--- src/rtl/bcd_display_mux.sv ---
// Multiplexed 7-segment driver: snapshots packed BCD digits on load and scans them
// one per slot onto a shared segment bus, with leading-zero blanking and a non-BCD flag.
module bcd_display_mux #(
   parameter int N_DIGITS       = 4,
   parameter int SCAN_DIV       = 50000,
   parameter int SEG_ACTIVE_LOW = 1,
   parameter int AN_ACTIVE_LOW  = 1,
   parameter int BLANK_LEADING  = 1
) (
   input  logic                  clk,
   input  logic                  rst,
   input  logic                  load,
   input  logic [4*N_DIGITS-1:0] bcd_in,
   input  logic [N_DIGITS-1:0]   dp_in,
   output logic [6:0]            seg,
   output logic                  dp,
   output logic [N_DIGITS-1:0]   an,
   output logic                  invalid
);

   localparam int CW = (SCAN_DIV > 1) ? $clog2(SCAN_DIV) : 1;
   localparam int IW = (N_DIGITS > 1) ? $clog2(N_DIGITS) : 1;
   localparam logic SEG_INV = (SEG_ACTIVE_LOW != 0);
   localparam logic AN_INV  = (AN_ACTIVE_LOW != 0);
   localparam logic [N_DIGITS-1:0] AN_OFF = {N_DIGITS{AN_INV}};

   logic [N_DIGITS-1:0][3:0] snap;
   logic [N_DIGITS-1:0]      dps;
   logic [CW-1:0]            cnt;
   logic [IW-1:0]            idx;
   logic                     tick;
   logic [N_DIGITS-1:0]      blank_vec;
   logic [N_DIGITS-1:0]      onehot;
   logic                     bad;
   logic                     lz;

   function automatic logic [6:0] seg_decode(input logic [3:0] v);
      case (v)
         4'd0:    seg_decode = 7'h3F;
         4'd1:    seg_decode = 7'h06;
         4'd2:    seg_decode = 7'h5B;
         4'd3:    seg_decode = 7'h4F;
         4'd4:    seg_decode = 7'h66;
         4'd5:    seg_decode = 7'h6D;
         4'd6:    seg_decode = 7'h7D;
         4'd7:    seg_decode = 7'h07;
         4'd8:    seg_decode = 7'h7F;
         4'd9:    seg_decode = 7'h6F;
         default: seg_decode = 7'h79;
      endcase
   endfunction

   assign tick   = (cnt == CW'(SCAN_DIV-1));
   assign onehot = N_DIGITS'(1) << idx;

   // Walk from the most significant digit down; a digit is blank while every
   // digit at or above it is zero. Digit 0 always shows.
   always_comb begin
      lz        = 1'b1;
      blank_vec = '0;
      bad       = 1'b0;
      for (int k = N_DIGITS-1; k >= 0; k--) begin
         lz = lz & (snap[k] == 4'd0);
         if (BLANK_LEADING != 0 && k != 0) blank_vec[k] = lz;
         bad = bad | (snap[k] > 4'd9);
      end
   end

   always_ff @(posedge clk or posedge rst) begin
      if (rst) begin
         snap    <= '0;
         dps     <= '0;
         cnt     <= '0;
         idx     <= '0;
         an      <= AN_OFF;
         seg     <= {7{SEG_INV}};
         dp      <= SEG_INV;
         invalid <= 1'b0;
      end else begin
         if (load) begin
            snap <= bcd_in;
            dps  <= dp_in;
         end
         cnt <= tick ? '0 : cnt + 1'b1;
         if (tick) idx <= (idx == IW'(N_DIGITS-1)) ? '0 : idx + 1'b1;
         // The tick edge drops all anodes for one cycle so the segment bus can
         // settle on the next digit without ghosting.
         an      <= tick ? AN_OFF : (onehot ^ AN_OFF);
         seg     <= (blank_vec[idx] ? 7'h00 : seg_decode(snap[idx])) ^ {7{SEG_INV}};
         dp      <= dps[idx] ^ SEG_INV;
         invalid <= bad;
      end
   end

endmodule

--- config.mk ---
export PLATFORM = sky130hd
export DESIGN_NAME = bcd_display_mux
export DESIGN_NICKNAME = d
export VERILOG_FILES = /design/src/rtl/bcd_display_mux.sv
export SDC_FILE = /design/constraint.sdc
export NUM_CORES = 1
export LEC_CHECK = 0
export CAP_MARGIN = 20
export CORE_ASPECT_RATIO = 2
export CORE_MARGIN = 1
export CORE_UTILIZATION = 56
export CTS_BUF_LIST = sky130_fd_sc_hd__clkbuf_4 sky130_fd_sc_hd__clkbuf_8
export DETAILED_ROUTE_END_ITERATION = 12
export HOLD_SLACK_MARGIN = 0.02
export PLACE_DENSITY = 0.79
export SETUP_SLACK_MARGIN = 0.15
export SLEW_MARGIN = 20
export SYNTH_ARGS = -nofsm -noshare
export SYNTH_HDL_FRONTEND = slang
export SYNTH_SLANG_ARGS = --single-unit
--- constraint.sdc ---
create_clock -name clk -period 2.1 [get_ports clk]
set_input_delay 0.42 -clock clk [delete_from_list [all_inputs] [get_ports clk]]
set_output_delay 0.42 -clock clk [all_outputs]
set_load 0.02 [all_outputs]
== After elaboration in Yosys (flattened, before gate mapping) ==
Memories as Yosys holds them, arrays and structs flattened.
Index checks and enable logic that the tools add are counted.
W data, S select, Z words.
Word-level totals
  bits in latches: 0
  memories kept: 1
  word-level logic and storage cells: 43
  output and inout bits: 13
  flip-flop bits (word level): 51
  input port bits: 23
  ROM bits: 112
  RAM bits: 0
Memories
  (no name shown): depth 16, width 7, rd ports 1, clocked after Yosys merged registers in 0, write ports 0, RTL line 38  | case (v)
Operators by class
  shifts and indexed selects: 1
  eq/ne operators: 2
  bitwise gates (word level): 8
  muxes and demuxes: 10
  order comparisons: 5
  multipliers: 0
  div/mod/pow operators: 0
  add/sub/neg operators: 2
  reductions and logical operators: 3
Operators by type and width (number)
  $add A16 B1 Y16 const B: 1
  $eq A16 B16 Y1 const B: 1
  $gt A4 B4 Y1 const B: 4
  $mux W16: 1
  $logic_not A4 Y1: 3
  $bmux W4 S2: 1
  $mux W4: 2
  $mux W7: 1
  $not A7 Y7: 1
  $bmux W1 S2: 2
  $not A4 Y4: 1
  $shl A1 B2 Y4 const A: 1
  $lt A2 B3 Y1 const B: 1
  $or A1 B1 Y1: 3
  $add A2 B1 Y2 const B: 1
  $and A1 B1 Y1: 2
  $eq A2 B2 Y1 const B: 1
  $mux W1: 2
  $mux W2: 1
  $not A1 Y1: 1

== Logic depth before layout (Yosys ltp) ==
  word-level depth: 7
  mapped depth: 7
  mapped depth without buffers: 6

== Worst setup path before layout ==
Ideal clock, no wire load.
  path type: reg2reg
  from: register idx[0]
  to: register seg[3]
  library setup time: 79 ps
  period minus slack after synthesis: 1728 ps
  data required time: 2021 ps
  buffers on the path: 1
  path slack: 372 ps
  arrival time: 1649 ps
  cell stages (with the launch flop): 8
  path through: dfrtp_1 -> buf_4 -> mux4_2 -> inv_1 -> ha_1 -> inv_1 -> mux2i_1 -> o21ai_0
Between the ends
  cells in the longest elaborated chain, start to end: 5
  elaborated cells between the ends (all ways): 7
  those cells by class: mux (5); bitwise (1); memory (1)
Ends and longest elaborated chain
  from (decl): RTL line 30  | logic [IW-1:0] idx;
  from (signal assigned): RTL line 85  | if (tick) idx <= (idx == IW'(N_DIGITS-1)) ? '0 : idx + 1'b1;
  $bmux W4 S2: RTL line 89  | seg <= (blank_vec[idx] ? 7'h00 : seg_decode(snap[idx])) ^ {7{SEG_INV}};
  $mux W4 (not written as such): RTL line 89
  $mem_v2 Z16 W7
  $mux W7 *: RTL line 89
  $not A7 Y7 (no line) *
  to (signal assigned): RTL line 76  | seg <= {7{SEG_INV}};
  to (signal assigned): RTL line 89
  to (decl): RTL line 15  | output logic [6:0] seg,
Every way passes the cells marked *; elsewhere a longest branch is shown, timed or not. The select of a mux whose other input is x is not followed.
A chain may end at the register's enable or synchronous reset.

== Final worst setup path ==
  from: register dp
  to: output dp
RTL lines
  from (decl): RTL line 16  | output logic dp,
  from (signal assigned): RTL line 90  | dp <= dps[idx] ^ SEG_INV;
No word-level cell between the ends.

==> impl_metrics.toml <==
[outcome]
status = "complete, no violations"

[pwr]
powerDensity_mw_per_mm2 = 681
p_comb_frac = 0.140
netSwitchingPower_w = 0.000462
clock_power_share = 0.308
power.leakage_nw = 1.22
swShare = 0.232
power_frac_seq = 0.552
p_int_w = 0.00153
vdd_drop_max_v = 0.000747

[final_layout]
n_antenna_cell = 0
utilization = 0.715
final_common_cell = "dfrtp_1"
fin_cells = 282
drive_above_1_share = 0.239
fillers = 297
fin_nets = 262
syn_to_final_growth_pct = 22.2
final_cell_mix = "39 x dfrtp_1, 35 x clkdlybuf4s50_1, 22 x mux2_2, 15 x nor2_1, 12 x dfstp_2"

[clock_network]
clockRootBuffer = "clkbuf_8"
cts_max_level = 2
cts_buffers = 5
holdBufCountCts = 0
path_clk_slew_ns = 0.09
clk_latency_ns = 0.30
clock_path_buffers = 2
cts_tree = "yes"
postCtsSetupBuffers = 0
cts_resized = 0
cts.sinks = 51

[global_routing]
grt_usage = 0.231
overflow = 0
grt_first_pass_wirelength_um = 7360
met3_usage = 0.0382
grt_pass1_vias = 1710
grt_max_degree = 52
met1_usage = 0.230
busiest_layer = "met2"
met2_usage = 0.412
antenna_found_initial = 0

[critical_path]
startpoint_type = "flip-flop"
cpPeakStageDelay_ns = 0.59
path_class = "reg2out"
required_ns = 1.68
endpoint_kind = "output port"
r2r-start = "idx[1]"
critPathLaunch = "dp"
cp_max_fo = 1
path_cells = "clkdlybuf4s50_1"
critPathSlowestCell = "clkdlybuf4s50_1"
cp_num_buf_inv = 1
arrival_ns = 1.42
regToRegSetupSlack_ns = 0.27
critPathTopFamily = "buffers and inverters"

[drt]
drt_first_pass_iters = 4
postRouteWirelength_um = 4430
drt_iter0_drc = 31
wire_per_inst_um = 15.7
viasPerCell = 5.61
vias = 1583
drcViolationCount = 0
antenna_left = 0

[timing]
grt_setup_unrepaired = "no"
fin_tns_setup_ns = 0
finalHoldViolations = 0
post-route-period-util = 0.877
fin_worst_skew_ns = 0.0104
worst_slew_pin_slew_ns = 0.457
setup_viol = 0
finalCriticalPeriod_ns = 1.84
setup_ws_ns = 0.259
drv_slew = 0
fmax_mhz = 543
slew_headroom = 0.695

[yosys]
syn-num-nets = 221
ys_ff_latch = 51
synth-main-ff-cell = "dfrtp_1"
seq_area_frac_synth = 0.540
yosysTopAreaCellShare = 0.408
synth-edff-count = 0
async_flop_share = 1.00
syn_inst = 188
syn_area_sq_mm = 0.00239
yosysWarnings = 0
synth_area_leaders = "dfrtp_1 41%, dfstp_2 13%, mux2_2 10%"
yosys.cell_types.count = 34
synth_top_area_cell = "dfrtp_1"
post_synth.cell_area_avg_sq_um = 12.7

[placement]
placed_cells = 274
gp_congestion = 0.871
io_buffers = 35
dpl_worst_slack_ns = 0.290
hpwl_um = 3420

[floorplanning]
io_pins = 36
die_x_um = 48.2
fp.coreArea_sq_mm = 0.00409
start_util = 0.585
row_count = 33
die_h_um = 94.4
fp.dieArea_sq_mm = 0.00455

[hold_path]
hp-class = "in2async"

[job]
cap_viol_max_count = 0
sequential cells by signal (all words and copies together), names as in the netlist:
name and flops:
an 4, cnt 16, dp 1, dps 4, idx 2, invalid 1, seg 7, snap 16
Yosys cell counts (2+ instances only):
| master | n |
|---|---|
| buf_4 | 3 |
| nand2b_1 | 4 |
| nand3_1 | 7 |
| mux2_2 | 22 |
| nand4_1 | 7 |
| and4_1 | 2 |
| nor3_1 | 2 |
| dfrtp_1 | 39 |
| xnor2_1 | 8 |
| nand2_1 | 4 |
| o21ai_1 | 2 |
| a21oi_1 | 4 |
| mux2i_1 | 5 |
| inv_1 | 8 |
| and2_1 | 2 |
| nor4_1 | 3 |
| clkbuf_1 | 2 |
| dfstp_2 | 12 |
| mux4_2 | 4 |
| o21ai_0 | 7 |
| nor2_1 | 15 |
| xor2_1 | 5 |
| ha_1 | 10 |
power groups by stage:
stage / logic [W] / registers, W / clock network, W
final: 0.000278 / 0.00110 / 0.000613
after global placement: 0.000270 / 0.00111 / 0
after floorplan: 0.000131 / 0.00114 / 0
after detailed placement: 0.000281 / 0.00112 / 0
after global routing: 0.000304 / 0.00111 / 0.000666
after CTS: 0.000281 / 0.00110 / 0.000628
final cells by class:
cell class                 instances  area [sq um]  share of cell area
clock buffer                       8           104              0.0355
inverter                           8          30.0              0.0103
multi-input combinational        124          1040               0.356
sequential                        51          1290               0.442
tap                               52          65.1              0.0223
timing repair buffer              39           393               0.134
per-stage QoR:
stage               total power, W  hold slack (ns)  cell area (sq um)
global placement           0.00138            0.464               2820
detailed placement         0.00140            0.493               2820
CTS                        0.00201            0.467               2920
global route               0.00208            0.489               2920
finish                     0.00199            0.460               2920
floorplan                  0.00127            0.451               2390
worst paths after layout:
path | to | depth (start not counted)
worst max register to register | seg[3] | 6
worst max-delay path | dp | 1
worst min register to register | cnt[0] | 1
worst min-delay path | dps[2] | 3
min in group clk | cnt[0] | 1
max in group asynchronous | seg[5] | 3
layer usage:
metal	wire, um	vias to the layer above	share of wire
li1	-	746	-
met1	1580	786	0.36
met2	2620	41	0.59
met3	114	10	0.026
met4	120	0	0.027
met5	0	-	0
kinds of logic after synthesis:
kind of cell,after synthesis,share of synthesized area
adder cells (fa/ha/maj),10,0.0523
buffers and inverters,13,0.0251
multiplexers,32,0.168
AO/OA/AOI/OAI,17,0.0429
AND/OR/NAND/NOR,52,0.124
XOR/XNOR,13,0.0476
flip-flops,51,0.540
No activity file was read; power rests on OpenSTA's default activity.
